$ cat config.mk
export PLATFORM = sky130hd
export DESIGN_NAME = st7789_spi_sink
export DESIGN_NICKNAME = d
export VERILOG_FILES = /design/src/rtl/st7789_spi_sink_pkg.sv /design/src/rtl/st7789_spi_sink_spi_byte_rx.sv /design/src/rtl/st7789_spi_sink.sv
export SDC_FILE = /design/constraint.sdc
export NUM_CORES = 1
export LEC_CHECK = 0
export CORE_MARGIN = 8
export CORE_UTILIZATION = 55
export DETAILED_ROUTE_END_ITERATION = 8
export DONT_BUFFER_PORTS = 1
export GPL_ROUTABILITY_DRIVEN = 1
export PLACE_DENSITY = 0.75
export SYNTH_ARGS = -nofsm -noshare
export SYNTH_HDL_FRONTEND = slang
export SYNTH_SLANG_ARGS = --single-unit
$ cat constraint.sdc
create_clock -name clk -period 4.3 [get_ports clk]
set_input_delay 0.86 -clock clk [delete_from_list [all_inputs] [get_ports clk]]
set_output_delay 0.86 -clock clk [all_outputs]
set_load 0.02 [all_outputs]
$ cat src/rtl/st7789_spi_sink_pkg.sv
// Shared constants and types for the ST7789 SPI sink: panel geometry, default
// window, opcodes and decoder FSM states.
package st7789_spi_sink_pkg;

    localparam logic [15:0] H_RES      = 16'd320;
    localparam logic [15:0] V_RES      = 16'd172;
    localparam logic [15:0] ROW_OFFSET = 16'd34;
    localparam logic [15:0] PIX_COUNT  = H_RES * V_RES;

    localparam logic [15:0] DEF_XS = 16'd0;
    localparam logic [15:0] DEF_XE = H_RES - 16'd1;
    localparam logic [15:0] DEF_YS = ROW_OFFSET;
    localparam logic [15:0] DEF_YE = ROW_OFFSET + V_RES - 16'd1;

    localparam logic [7:0] OP_SLPOUT = 8'h11;
    localparam logic [7:0] OP_DISPON = 8'h29;
    localparam logic [7:0] OP_CASET  = 8'h2A;
    localparam logic [7:0] OP_RASET  = 8'h2B;
    localparam logic [7:0] OP_RAMWR  = 8'h2C;

    typedef enum logic [2:0] {
        ST_CMD,
        ST_CASET_P,
        ST_RASET_P,
        ST_RAMWR,
        ST_IGNORE
    } dec_state_e;

    // (y - ROW_OFFSET) * 320 built from shifts; wraps modulo 2^16 for rows above the panel
    function automatic logic [15:0] row_base_of(input logic [15:0] y);
        logic [15:0] d;
        d = y - ROW_OFFSET;
        return (d << 8) + (d << 6);
    endfunction

endpackage

$ cat src/rtl/st7789_spi_sink_spi_byte_rx.sv
// SPI Mode 0 byte deserialiser: synchronises the bus into clk, detects SCK
// rises and emits one {dc, byte} strobe per 8 bits while CS is low.
module spi_byte_rx
    import st7789_spi_sink_pkg::*;
(
    input  logic       clk,
    input  logic       rst_n,
    input  logic       spi_cs_n_i,
    input  logic       spi_sck_i,
    input  logic       spi_mosi_i,
    input  logic       spi_dc_i,
    output logic       byte_valid_o,
    output logic [7:0] byte_data_o,
    output logic       byte_dc_o
);

    logic [2:0] cs_s_q;
    logic [2:0] sck_s_q;
    logic [2:0] mosi_s_q;
    logic [2:0] dc_s_q;
    logic       rise_q;
    logic [6:0] shift_q;
    logic [2:0] bit_cnt_q;
    logic       byte_valid_q;
    logic [7:0] byte_data_q;
    logic       byte_dc_q;

    // Stage 3 of each chain stays aligned with the registered rise pulse, so
    // mosi/dc/cs are read as they were when SCK was first seen high.
    always_ff @(posedge clk or negedge rst_n) begin
        if (!rst_n) begin
            cs_s_q       <= 3'b111;
            sck_s_q      <= 3'b000;
            mosi_s_q     <= 3'b000;
            dc_s_q       <= 3'b000;
            rise_q       <= 1'b0;
            shift_q      <= 7'd0;
            bit_cnt_q    <= 3'd0;
            byte_valid_q <= 1'b0;
            byte_data_q  <= 8'd0;
            byte_dc_q    <= 1'b0;
        end else begin
            cs_s_q       <= {cs_s_q[1:0], spi_cs_n_i};
            sck_s_q      <= {sck_s_q[1:0], spi_sck_i};
            mosi_s_q     <= {mosi_s_q[1:0], spi_mosi_i};
            dc_s_q       <= {dc_s_q[1:0], spi_dc_i};
            rise_q       <= sck_s_q[1] & ~sck_s_q[2];
            byte_valid_q <= 1'b0;
            if (cs_s_q[2]) begin
                bit_cnt_q <= 3'd0;
            end else if (rise_q) begin
                shift_q <= {shift_q[5:0], mosi_s_q[2]};
                if (bit_cnt_q == 3'd7) begin
                    bit_cnt_q    <= 3'd0;
                    byte_valid_q <= 1'b1;
                    byte_data_q  <= {shift_q, mosi_s_q[2]};
                    byte_dc_q    <= dc_s_q[2];
                end else begin
                    bit_cnt_q <= bit_cnt_q + 3'd1;
                end
            end
        end
    end

    assign byte_valid_o = byte_valid_q;
    assign byte_data_o  = byte_data_q;
    assign byte_dc_o    = byte_dc_q;

endmodule

$ cat src/rtl/st7789_spi_sink.sv
// ST7789 SPI receiver: decodes CASET/RASET/RAMWR and turns RAMWR pixel bytes
// into framebuffer writes with linear addressing.
module st7789_spi_sink
    import st7789_spi_sink_pkg::*;
(
    input  logic        clk,
    input  logic        rst_n,
    input  logic        spi_cs_n,
    input  logic        spi_sck,
    input  logic        spi_mosi,
    input  logic        spi_dc,
    output logic        fb_we,
    output logic [15:0] fb_waddr,
    output logic [15:0] fb_wdata,
    output logic        cmd_valid,
    output logic [7:0]  cmd_byte,
    output logic        ramwr_active,
    output logic        oob_pixel,
    output logic        frame_done
);

    logic       byte_valid;
    logic [7:0] byte_data;
    logic       byte_dc;

    spi_byte_rx u_rx (
        .clk          (clk),
        .rst_n        (rst_n),
        .spi_cs_n_i   (spi_cs_n),
        .spi_sck_i    (spi_sck),
        .spi_mosi_i   (spi_mosi),
        .spi_dc_i     (spi_dc),
        .byte_valid_o (byte_valid),
        .byte_data_o  (byte_data),
        .byte_dc_o    (byte_dc)
    );

    dec_state_e  state_q;
    logic [1:0]  par_cnt_q;
    logic [23:0] par_q;
    logic [15:0] xs_q, xe_q, ys_q, ye_q;
    logic [15:0] x_q, y_q, row_base_q;
    logic        hi_phase_q;
    logic [7:0]  hi_byte_q;
    logic        fb_we_q, cmd_valid_q, ramwr_active_q, oob_q, frame_done_q;
    logic [15:0] fb_waddr_q, fb_wdata_q;
    logic [7:0]  cmd_byte_q;
    logic        in_fb;

    assign in_fb = (x_q < H_RES) && (y_q >= ROW_OFFSET) && (y_q < ROW_OFFSET + V_RES);

    always_ff @(posedge clk or negedge rst_n) begin
        if (!rst_n) begin
            state_q        <= ST_CMD;
            par_cnt_q      <= 2'd0;
            par_q          <= 24'd0;
            xs_q           <= DEF_XS;
            xe_q           <= DEF_XE;
            ys_q           <= DEF_YS;
            ye_q           <= DEF_YE;
            x_q            <= DEF_XS;
            y_q            <= DEF_YS;
            row_base_q     <= 16'd0;
            hi_phase_q     <= 1'b1;
            hi_byte_q      <= 8'd0;
            fb_we_q        <= 1'b0;
            fb_waddr_q     <= 16'd0;
            fb_wdata_q     <= 16'd0;
            cmd_valid_q    <= 1'b0;
            cmd_byte_q     <= 8'd0;
            ramwr_active_q <= 1'b0;
            oob_q          <= 1'b0;
            frame_done_q   <= 1'b0;
        end else begin
            fb_we_q      <= 1'b0;
            cmd_valid_q  <= 1'b0;
            oob_q        <= 1'b0;
            frame_done_q <= 1'b0;
            if (byte_valid && !byte_dc) begin
                cmd_valid_q    <= 1'b1;
                cmd_byte_q     <= byte_data;
                par_cnt_q      <= 2'd0;
                ramwr_active_q <= (byte_data == OP_RAMWR);
                case (byte_data)
                    OP_CASET: state_q <= ST_CASET_P;
                    OP_RASET: state_q <= ST_RASET_P;
                    OP_RAMWR: begin
                        state_q    <= ST_RAMWR;
                        x_q        <= xs_q;
                        y_q        <= ys_q;
                        row_base_q <= row_base_of(ys_q);
                        hi_phase_q <= 1'b1;
                    end
                    default:  state_q <= ST_IGNORE;
                endcase
            end else if (byte_valid) begin
                case (state_q)
                    ST_CASET_P, ST_RASET_P: begin
                        par_cnt_q <= par_cnt_q + 2'd1;
                        case (par_cnt_q)
                            2'd0: par_q[23:16] <= byte_data;
                            2'd1: par_q[15:8]  <= byte_data;
                            2'd2: par_q[7:0]   <= byte_data;
                            default: begin
                                // Window only changes once all four bytes are in
                                if (state_q == ST_CASET_P) begin
                                    xs_q <= par_q[23:8];
                                    xe_q <= {par_q[7:0], byte_data};
                                end else begin
                                    ys_q <= par_q[23:8];
                                    ye_q <= {par_q[7:0], byte_data};
                                end
                                state_q <= ST_CMD;
                            end
                        endcase
                    end
                    ST_RAMWR: begin
                        if (hi_phase_q) begin
                            hi_byte_q  <= byte_data;
                            hi_phase_q <= 1'b0;
                        end else begin
                            hi_phase_q <= 1'b1;
                            fb_wdata_q <= {hi_byte_q, byte_data};
                            if (in_fb) begin
                                fb_we_q    <= 1'b1;
                                fb_waddr_q <= row_base_q + x_q;
                            end else begin
                                oob_q <= 1'b1;
                            end
                            if (x_q == xe_q) begin
                                x_q <= xs_q;
                                if (y_q == ye_q) begin
                                    y_q          <= ys_q;
                                    row_base_q   <= row_base_of(ys_q);
                                    frame_done_q <= 1'b1;
                                end else begin
                                    y_q        <= y_q + 16'd1;
                                    row_base_q <= row_base_q + H_RES;
                                end
                            end else begin
                                x_q <= x_q + 16'd1;
                            end
                        end
                    end
                    default: ;
                endcase
            end
        end
    end

    assign fb_we        = fb_we_q;
    assign fb_waddr     = fb_waddr_q;
    assign fb_wdata     = fb_wdata_q;
    assign cmd_valid    = cmd_valid_q;
    assign cmd_byte     = cmd_byte_q;
    assign ramwr_active = ramwr_active_q;
    assign oob_pixel    = oob_q;
    assign frame_done   = frame_done_q;

endmodule

==> flow_summary.yaml <==
run_status:
  outcome: "completed"
timing:
  holdWs_ns: 0.0440
  fin_crit_ns: 3.21
  setup_viol: 0
  setup_tns_ns: 0
  tightest_slew_ns: 1.20
  slew_headroom_pct: 19.8
  max_clock_freq_mhz: 311
  finalMaxSlewViolations: 0
  rsz0062_at_grt: "false"
  finalHoldViolCount: 0
  finalCritPeriodShare_pct: 74.8
  final.setup_skew_ns: 0.0123
global_routing:
  grt_pass1_wl_mm: 37.8
  antenna_found_initial: 0
  grt_pass1_vias: 6874
  grt_max_degree: 223
  grt_use_total_pct: 19.7
  overflow: 0
route:
  drtIter0Drc: 471
  drtAntennaViolNets: 0
  vias: 7064
  routed_via_density: 6.03
  firstDrtPassIters: 5
  drt-total-wl_mm: 23.4
  routedWlPerCell_um: 20.0
  drc: 0
placed_design:
  gp_routability_congestion: 0.868
  hpwl_mm: 15.3
  port_buffers: 0
job:
  cap_violations: 0
critical_path:
  max_stage_delay_ns: 0.57
  r2r_end: "row_base_q[15]$_DFFE_PN0P_"
  cp_top_family: "compound AO/OA/AOI/OAI gates"
  crit_path_top_delay_cell: "dfstp_2"
  startpoint_type: "flop"
  crit_buf_inv: 1
  cpMostUsedCell: "a21oi_1"
  r2r_cells: 12
  worstPathMaxFanout: 5
  arrival_ns: 3.64
  endpoint_kind: "flop"
  r2r_start: "ys_q[1]$_DFFE_PN1P_"
  cp.required_ns: 4.73
  crit_chain: "inv_1 > ha_1 > or3b_4 > xor2_1 > ha_1 > o21a_1 > a21oi_1 > a21oi_1 > or3_1 > a21oi_1 > mux2_2 > a31oi_1"
  rrSetupSlack_ns: 1.09
  crit_type: "reg2reg"
die:
  io_pins: 51
  fp.dieH_um: 154
  die_area_um2: 23800
  fp-row-count: 50
  initial_core_util_pct: 56.2
  core-area_um2: 18700
  die_x_um: 154
logic_synthesis:
  ys_warn_count: 0
  avgSynthCellArea_um2: 11.2
  synthesis.area_um2: 10500
  synth_cell_types: 71
  ys_seq_area_share_pct: 53.1
  async_flop_share_pct: 100
  synth_seq_cells: 222
  synthCells: 940
  yosysTopAreaCellShare_pct: 48.1
  synth_edf_count: 0
  ys.flop_type: "dfrtp_1"
  netlist.top_cell.by_area: "dfrtp_1"
  synthTopCellsByArea: "dfrtp_1 48%, mux2_2 12%, dfstp_2 5.0%, nand2_1 4.5%, a21oi_1 3.0%"
  syn_nets: 972
pwr:
  leakagePower_nw: 5.49
  internal-power_mw: 3.36
  pwr-share-seq_pct: 51.3
  clockPowerShare_pct: 47.9
  switching_share_pct: 19.7
  p_sw_uw: 823
  peakVddDrop_v: 0.000458
  p_per_area_nw_per_um2: 366
  share_comb_of_total_power_pct: 0.8
clocking:
  clock-sinks: 222
  clockRootBuffer: "clkbuf_16"
  clkLatencyLatePin_ns: 0.51
  htree_levels: 1
  cts_buffers: 23
  cts-resized-gates: 0
  post-cts-setup-buffers: 0
  cts_max_path_buffers: 3
  cts_hold_buffers: 0
  cts_tree: "yes"
  path_clk_slew_ns: 0.06
cells_and_area:
  synthToLayoutAreaGrowth_pct: 8.58
  nFillCells: 1440
  seq_area_um2: 5580
  antennaDiodeCount: 0
  drive_above_1_share_pct: 20.8
  nets: 954
  multiInputGateArea_um2: 4640
hold_path:
  hold_path_class: "in2async"
## cell type report
type	instances	area share [%]
Sequential cell	222	48.9
Multi-Input combinational cell	647	40.7
Clock buffer	35	5.96
Tap cell	234	2.57
Clock inverter	5	0.713
Inverter	21	0.691
Timing Repair Buffer	7	0.461
## cells in the final DEF, fill, tap and decap left out, types with 5 or more instances in the layout
master	synthesis	final
mux2_2	114	114
nand2_1	126	126
clkbuf_8	0	6
dfstp_2	20	20
inv_1	21	21
xnor2_1	31	31
dfrtp_1	202	202
mux2i_1	15	15
nor4_1	7	7
o21ai_0	34	34
nand3_1	25	25
nand4_1	11	11
clkbuf_1	30	6
and3_1	7	7
buf_4	1	7
nor2b_1	6	6
clkbuf_16	0	23
or3_1	6	6
o22ai_1	14	14
a21o_1	5	5
nor3_1	6	6
o21a_1	5	5
a31oi_1	7	7
ha_1	25	25
nor2_1	41	40
a21oi_1	64	64
nand2b_1	6	6
xor2_1	25	25
## metrics by stage
step	power, mW	setup slack, ns	cells	util, %	cell area (um^2)
after detailed placement	2.21	1.09	1131	56.9	10600
after floorplan	2.21	1.30	940	-	10500
after global placement	2.21	1.14	1131	56.9	10600
final	4.18	1.09	1171	61.0	11400
after global routing	4.30	0.828	1171	61.0	11400
after CTS	4.21	1.07	1171	61.0	11400
## worst max-delay path by stage
stage | slack, ns | endpoint | from | depth (start not counted)
6_report | 1.09 | row_base_q[15]$_DFFE_PN0P_ | ys_q[1]$_DFFE_PN1P_ | 12
2_1_floorplan | 1.30 | row_base_q[15]$_DFFE_PN0P_ | ys_q[1]$_DFFE_PN1P_ | 12
5_1_grt | 0.83 | row_base_q[15]$_DFFE_PN0P_ | ys_q[1]$_DFFE_PN1P_ | 12
3_3_place_gp | 1.14 | row_base_q[15]$_DFFE_PN0P_ | ys_q[1]$_DFFE_PN1P_ | 12
3_5_place_dp | 1.09 | row_base_q[15]$_DFFE_PN0P_ | ys_q[1]$_DFFE_PN1P_ | 12
4_1_cts | 1.07 | row_base_q[15]$_DFFE_PN0P_ | ys_q[1]$_DFFE_PN1P_ | 12
## power by group through the flow
stage	Sequential, mW	Clock [mW]	Combinational, mW
after CTS	2.15	2.04	0.0316
after detailed placement	2.18	0	0.0315
after floorplan	2.18	0	0.0287
after global placement	2.18	0	0.0299
final	2.15	2.00	0.0315
after global routing	2.15	2.12	0.0335
## logic make-up after synthesis
family          share of synthesized area, %
buf+inv                                 2.83
fa+ha+maj                               3.26
xor+xnor                                4.82
compound gates                          9.56
flops                                   53.1
simple gates                            12.3
mux                                     14.1
## state kept, by name, indices dropped and copies added (netlist names), 7 cells and up
| register | flops |
|---|---|
| cmd_byte | 8 |
| xe_q | 16 |
| u_rx.byte_data_o | 8 |
| u_rx.shift_q | 7 |
| fb_wdata | 16 |
| ye_q | 16 |
| par_q | 24 |
| x_q | 16 |
| xs_q | 16 |
| fb_waddr | 16 |
| y_q | 16 |
| row_base_q | 10 |
| ys_q | 16 |
| hi_byte_q | 8 |
## synth_stat cells, types with 4 or more instances
library cell / instances
nand2b_1: 6
xor2_1: 25
nor2b_1: 6
nor4_1: 7
a31oi_1: 7
buf_2: 16
dfrtp_1: 202
and3_1: 7
o21a_1: 5
a22o_1: 4
nand4_1: 11
o31ai_1: 4
nor2_1: 41
dfstp_2: 20
o22a_1: 4
nand3b_1: 4
xnor2_1: 31
inv_1: 21
nor3_1: 6
ha_1: 25
mux2_2: 114
o22ai_1: 14
a21oi_1: 64
clkbuf_1: 30
or3_1: 6
mux2i_1: 15
a21o_1: 5
nand3_1: 25
nand2_1: 126
o21ai_0: 34
## worst reg2reg max path, cell delays in order, from the launching register on
cell     delay (ns)
dfstp_2        0.57
inv_1          0.09
ha_1           0.23
or3b_4         0.27
xor2_1         0.20
ha_1           0.29
o21a_1         0.13
a21oi_1        0.23
a21oi_1        0.10
or3_1          0.41
a21oi_1        0.15
mux2_2         0.34
a31oi_1        0.13
## routing by layer
metal | up-vias | global-route usage, % | wire length, um | part of all wire, %
met5 | - | 0 | 0 | 0
met4 | 0 | 7.09 | 654 | 2.8
met1 | 3565 | 26.1 | 10300 | 44
li1 | 3271 | - | - | -
met2 | 189 | 31.7 | 11100 | 47
met3 | 39 | 3.87 | 1380 | 5.9
Note: power is estimated with default switching activity, not from simulation.
